### config.mk
export PLATFORM = sky130hd
export DESIGN_NAME = snn_seq
export DESIGN_NICKNAME = d
export VERILOG_FILES = /design/src/rtl/snn_seq.sv
export SDC_FILE = /design/constraint.sdc
export NUM_CORES = 1
export LEC_CHECK = 0
export BUFFER_PORTS_ARGS = -buffer_cell sky130_fd_sc_hd__buf_2
export CAP_MARGIN = 20
export CORE_UTILIZATION = 40
export DETAILED_ROUTE_END_ITERATION = 8
export HOLD_SLACK_MARGIN = 0.02
export SLEW_MARGIN = 0
export SYNTH_ARGS = -nofsm -noshare
export SYNTH_HDL_FRONTEND = slang
export SYNTH_SLANG_ARGS = --single-unit
### constraint.sdc
create_clock -name clk -period 2.95 [get_ports clk]
set_clock_uncertainty 0.1 [all_clocks]
set_input_delay 0.59 -clock clk [delete_from_list [all_inputs] [get_ports clk]]
set_output_delay 0.59 -clock clk [all_outputs]
set_load 0.005 [all_outputs]
### src/rtl/snn_seq.sv
// rtl/snn_seq.sv - per-image sequencer for the SNN core (init, step/STDP loop, count, rest).
// Define SNN_SEQ_TIMEOUT_EN to enable the SYN_WAIT/STDP handshake timeout into ERR.
module snn_seq #(
   parameter int T_STEPS  = 100,
   parameter int FM_LAT   = 20,
   parameter int REST_CYC = 64,
   parameter int WAIT_MAX = 1023
) (
   input  logic       clk,
   input  logic       rst_n,
   input  logic       i_start,
   input  logic       i_mode,
   input  logic       i_abort,
   input  logic [7:0] i_syn_done,
   input  logic [7:0] i_inh_valid,
   input  logic [7:0] i_stdp_done,
   input  logic [7:0] i_winner,
   output logic       o_run,
   output logic       o_rest_run,
   output logic       o_init,
   output logic       o_cnt_en,
   output logic       o_cnt_clr,
   output logic       o_stdp_run,
   output logic       o_s_stdp,
   output logic       o_sub,
   output logic       o_s_lern,
   output logic       o_s_infr,
   output logic       o_busy,
   output logic       o_done,
   output logic       o_err,
   output logic [7:0] o_result
);
   localparam int SC_W   = $clog2(T_STEPS + 1);
   localparam int WC_W   = $clog2(WAIT_MAX + 1);
   localparam int PH_MAX = (FM_LAT > REST_CYC) ? FM_LAT : REST_CYC;
   localparam int PC_W   = $clog2(PH_MAX + 1);

   localparam logic [3:0] S_IDLE     = 4'd0;
   localparam logic [3:0] S_INIT     = 4'd1;
   localparam logic [3:0] S_STEP     = 4'd2;
   localparam logic [3:0] S_SYN_WAIT = 4'd3;
   localparam logic [3:0] S_STDP     = 4'd4;
   localparam logic [3:0] S_COUNT    = 4'd5;
   localparam logic [3:0] S_REST     = 4'd6;
   localparam logic [3:0] S_DONE     = 4'd7;
   localparam logic [3:0] S_ERR      = 4'd8;

   logic [3:0]      state, state_nxt;
   logic            mode, mode_nxt;
   logic [SC_W-1:0] step_cnt, step_nxt, step_inc;
   logic [WC_W-1:0] wait_cnt;
   logic [PC_W-1:0] ph_cnt;
   logic            syn_ok, stdp_ok, wait_exp, busy_nxt;

   always_comb begin
      state_nxt = state;
      mode_nxt  = mode;
      step_nxt  = step_cnt;
      syn_ok    = (i_syn_done == 8'hFF) && (i_inh_valid == 8'hFF);
      stdp_ok   = (i_stdp_done == 8'hFF);
      step_inc  = (step_cnt == SC_W'(T_STEPS)) ? step_cnt : step_cnt + 1'b1;
`ifdef SNN_SEQ_TIMEOUT_EN
      wait_exp  = (wait_cnt == WC_W'(WAIT_MAX));
`else
      wait_exp  = 1'b0;
`endif
      case (state)
         S_IDLE, S_ERR: if (i_start) begin
            mode_nxt  = i_mode;
            state_nxt = S_INIT;
         end
         S_INIT: begin
            step_nxt  = '0;
            state_nxt = S_STEP;
         end
         S_STEP: state_nxt = S_SYN_WAIT;
         S_SYN_WAIT: begin
            if (syn_ok) begin
               if (!mode) begin
                  state_nxt = S_STDP;
               end else begin
                  step_nxt  = step_inc;
                  state_nxt = (step_inc == SC_W'(T_STEPS)) ? S_COUNT : S_STEP;
               end
            end else if (wait_exp) begin
               state_nxt = S_ERR;
            end
         end
         S_STDP: begin
            if (stdp_ok) begin
               step_nxt  = step_inc;
               state_nxt = (step_inc == SC_W'(T_STEPS)) ? S_COUNT : S_STEP;
            end else if (wait_exp) begin
               state_nxt = S_ERR;
            end
         end
         S_COUNT: if (ph_cnt == PC_W'(FM_LAT)) state_nxt = S_REST;
         S_REST:  if (ph_cnt == PC_W'(REST_CYC - 1)) state_nxt = S_DONE;
         S_DONE:  state_nxt = S_IDLE;
         default: state_nxt = S_IDLE;
      endcase
      if (i_abort) state_nxt = S_IDLE;
      busy_nxt = (state_nxt != S_IDLE) && (state_nxt != S_ERR);
   end

   // Outputs are decoded from the next state so every one of them is a flop.
   always_ff @(posedge clk or negedge rst_n) begin
      if (!rst_n) begin
         state      <= S_IDLE;
         mode       <= 1'b0;
         step_cnt   <= '0;
         wait_cnt   <= '0;
         ph_cnt     <= '0;
         o_run      <= 1'b0;
         o_rest_run <= 1'b0;
         o_init     <= 1'b0;
         o_cnt_en   <= 1'b0;
         o_cnt_clr  <= 1'b0;
         o_stdp_run <= 1'b0;
         o_s_stdp   <= 1'b0;
         o_sub      <= 1'b0;
         o_s_lern   <= 1'b0;
         o_s_infr   <= 1'b0;
         o_busy     <= 1'b0;
         o_done     <= 1'b0;
         o_err      <= 1'b0;
         o_result   <= 8'h00;
      end else begin
         state    <= state_nxt;
         mode     <= mode_nxt;
         step_cnt <= step_nxt;
         if (state_nxt != state)                 wait_cnt <= '0;
         else if (wait_cnt != WC_W'(WAIT_MAX))   wait_cnt <= wait_cnt + 1'b1;
         if (state_nxt != state)                 ph_cnt <= '0;
         else if (ph_cnt != PC_W'(PH_MAX))       ph_cnt <= ph_cnt + 1'b1;
         o_run      <= (state_nxt == S_STEP);
         o_init     <= (state_nxt == S_INIT);
         o_cnt_clr  <= (state_nxt == S_INIT);
         o_cnt_en   <= (state_nxt == S_COUNT) && (state != S_COUNT);
         o_rest_run <= (state_nxt == S_REST) && (state != S_REST);
         o_stdp_run <= (state_nxt == S_STDP);
         o_s_stdp   <= (state_nxt == S_STDP);
         o_sub      <= (state_nxt == S_STDP);
         o_busy     <= busy_nxt;
         o_s_lern   <= busy_nxt && !mode_nxt;
         o_s_infr   <= busy_nxt && mode_nxt;
         o_done     <= (state_nxt == S_DONE);
`ifdef SNN_SEQ_TIMEOUT_EN
         o_err      <= (state_nxt == S_ERR);
`else
         o_err      <= 1'b0;
`endif
         if (state == S_COUNT && state_nxt == S_REST) o_result <= i_winner;
      end
   end
endmodule

==> impl_metrics.tcl <==
set metrics [dict create \
    syn_nets 255 \
    maxCapViolations 0 \
    antennaDiodeCount 0 \
    rsz0062_at_grt "false" \
    fin_crit_sh 0.9550 \
    reg2reg_to "o_result[0]$_DFFE_PN0P_" \
    drc_errors 0 \
    netlist_instances 214 \
    setup_viol 0 \
    ys_seq_area_frac 0.4260 \
    dieArea_mm2 0.005581 \
    clockBufferDepth 2 \
    worst_slack_ns 0.1327 \
    die_x_um 74.71 \
    finalHoldViolations 0 \
    vias_per_cell 5.232 \
    drt_iter0_markers 123 \
    area_growth_pct 22.13 \
    reg2reg_setup_slack_ns 0.13 \
    gr-total-overflow 0 \
    antenna_found_initial 0 \
    maxSlewHeadroom 0.4717 \
    cp_max_fo 7 \
    fin_nets 315 \
    power_density_mw_per_mm2 489.6 \
    setup-tns-final_ns 0 \
    cts.clk_slew.worst_paths_ns 0.08 \
    p_comb_frac 0.256 \
    cts-root-buf "clkbuf_8" \
    finalMaxSlewViolations 0 \
    clock_latency_ns 0.28 \
    rows 26 \
    wire_per_inst_um 13.02 \
    worstPathRequired_ns 3.02 \
    seqPwrFrac 0.471 \
    hpwlAfterDp_um 3367 \
    ir_worst_vdd_uv 228.1 \
    cp_slowest_stage_delay_ns 0.43 \
    synth_edf_count 0 \
    synth_seq_cells 36 \
    routed_wl_um 4492 \
    worstMarginPinSlew_ns 0.7924 \
    start_util 0.4140 \
    critPathSlowestCell "a221o_2" \
    cp-start-kind "flip-flop" \
    reg2reg_from "step_cnt[0]$_DFFE_PN0P_" \
    core_area_mm2 0.005107 \
    clkPwrFrac 0.273 \
    critical_path_arrival_ns 2.89 \
    endpoint_kind "flip-flop" \
    portBuffers 56 \
    place_ws_ns 0.05270 \
    period_needed_ns 2.817 \
    cts.sinks 36 \
    grt_pass1_wl_um 7134 \
    async_reset_ff_frac 1.000 \
    fin_util 0.5056 \
    crit_path_cell_trace "inv_1 > ha_1 > and4bb_4 > a2111oi_4 > a311oi_2 > or2_4 > a221o_2 > nand4_4 > mux2_4" \
    io_pins 58 \
    syn_area_per_cell_um2 9.881 \
    critical_path_class "reg -> reg" \
    finalWeightedCongestion 0.8844 \
    ant_nets 0 \
    vias 1805 \
    die_h_um 74.71 \
    grtUsageTotal 0.1689 \
    synth.distinct_cells 58 \
    tritoncts "built" \
    h-tree-depth 2 \
    drt_pass1_iterations 4 \
    post_cts_buffers 0 \
    reg2reg_depth 9 \
    switching_share 0.3264 \
    status "finished clean" \
    grt_max_degree 37 \
    yosys_warnings 0 \
    layout-drive-gt1-share 0.3564 \
    internal_power_mw 0.8518 \
    fmax_mhz 355.0 \
    ctsHoldBuffers 0 \
    synth.cell_area_mm2 0.002115 \
    cts_buffers 5 \
    hold_path.class "in -> async" \
    leakagePower_nw 1.284 \
    synth_ff_type "dfrtp_1" \
    finalPower_mw 1.265 \
    grt_pass1_vias 1557 \
    p_switching_mw 0.4127 \
]
==> power by group through the flow <==
stage	Clock (mW)	Combinational [mW]	Sequential, mW
2_1_floorplan	0	0.221	0.587
3_3_place_gp	0	0.317	0.607
3_5_place_dp	0	0.319	0.606
4_1_cts	0.354	0.320	0.597
5_1_grt	0.382	0.369	0.605
6_report	0.345	0.324	0.596
==> worst max path at each step <==
stage	start	to	slack [ns]	cells past startpoint
after floorplan	step_cnt[0]$_DFFE_PN0P_	o_result[0]$_DFFE_PN0P_	0.24	9
after global placement	step_cnt[0]$_DFFE_PN0P_	o_result[4]$_DFFE_PN0P_	0.13	9
after detailed placement	step_cnt[0]$_DFFE_PN0P_	o_result[0]$_DFFE_PN0P_	0.05	9
after CTS	step_cnt[0]$_DFFE_PN0P_	o_result[0]$_DFFE_PN0P_	0.05	9
after global routing	step_cnt[0]$_DFFE_PN0P_	o_result[4]$_DFFE_PN0P_	0.01	9
final	step_cnt[0]$_DFFE_PN0P_	o_result[0]$_DFFE_PN0P_	0.13	9
==> registers in the layout, indices dropped and copies added (netlist names) <==
name        count
mode            1
o_cnt_en        1
o_busy          1
o_s_infr        1
o_cnt_clr       1
o_s_lern        1
o_done          1
o_rest_run      1
ph_cnt          7
o_result        8
o_run           1
state           4
o_sub           1
step_cnt        7
==> cell families (layout without fill, tap and decap cells) <==
family / count (synthesis) / after routing / synth area share
adders and majority gates: 4 / 4 / 0.02367
buffers and inverters: 25 / 85 / 0.05739
xor gates and xnor gates: 9 / 9 / 0.03728
and+or+nand+nor: 87 / 88 / 0.2296
other: 1 / 1 / 0.001773
muxes: 10 / 10 / 0.06746
DFF: 36 / 36 / 0.4260
AOI/OAI and AO/OA: 42 / 42 / 0.1568
==> worst max-delay path, delay by kind of cell, from the launching register on <==
| kind | cells | cell delay (ns) |
|---|---|---|
| AO/OA/AOI/OAI | 3 | 0.88 |
| adder cells (fa/ha/maj) | 1 | 0.20 |
| buffers and inverters | 1 | 0.08 |
| flip-flops | 1 | 0.42 |
| multiplexers | 1 | 0.32 |
| AND/OR/NAND/NOR | 3 | 0.70 |
==> placed cells by master, fill, tap and decap left out, types with 5 or more instances in the layout <==
cell type  netlist  layout
buf_2            2      56
dfrtp_1         36      34
nor2_1          26      26
inv_1           12      12
nand2_1         11      11
nand3_1         10      10
a21oi_1          9       9
buf_4            4       9
nand4_1          8       8
mux2_4           8       8
o21ai_0          7       7
xnor2_1          6       6
nor3_1           6       6
clkbuf_8         0       5
==> stage by stage <==
stage	hold WS, ns	area (um^2)	std cells
after CTS	0.3136	2561	344
after detailed placement	0.3881	2474	336
final	0.2830	2582	345
after global placement	0.3919	2474	336
after floorplan	0.1944	2115	214
after global routing	0.3521	2582	345
==> Yosys cell counts, types with 2 or more instances <==
cell type / count / area, um^2
ha_1: 4 / 50.05
nor4_1: 2 / 12.51
nand2_1: 11 / 41.29
xnor2_1: 6 / 52.55
buf_2: 2 / 10.01
and3_1: 3 / 18.77
nand2b_1: 4 / 25.02
nand4_1: 8 / 50.05
a2bb2oi_1: 2 / 17.52
inv_1: 12 / 45.04
mux2_4: 8 / 120.1
clkbuf_1: 4 / 15.01
xor2_1: 3 / 26.28
mux2_2: 2 / 22.52
clkbuf_2: 2 / 10.01
o21ai_0: 7 / 35.03
o211ai_1: 2 / 15.01
a211o_1: 2 / 17.52
buf_4: 4 / 30.03
and3b_1: 2 / 17.52
nor2_1: 26 / 97.59
o31ai_1: 2 / 15.01
nor3_1: 6 / 30.03
a31oi_1: 4 / 25.02
nand3_1: 10 / 50.05
a21oi_1: 9 / 45.04
dfrtp_1: 36 / 900.9
==> routing by layer <==
metal  global-route usage  part of all wire
met5                    0                 0
met4              0.05870             0.017
met3              0.04150             0.056
met2               0.2733              0.48
met1               0.2208              0.45
==> cell type report <==
type                            count  area, um^2
Multi-Input combinational cell    154        1111
Sequential cell                    36       903.4
Timing Repair Buffer               65       347.8
Clock buffer                        5       68.82
Inverter                           12       45.04
Clock inverter                      3       18.77
Fill cell                         503        2525
Tap cell                           70       87.58
==> repair_timing <==
item,in CTS,in global routing
endpoints found under the hold margin,0,0
resized for setup,0,3
endpoints found under the setup margin,0,8
Power figures use the tool's default switching activity.
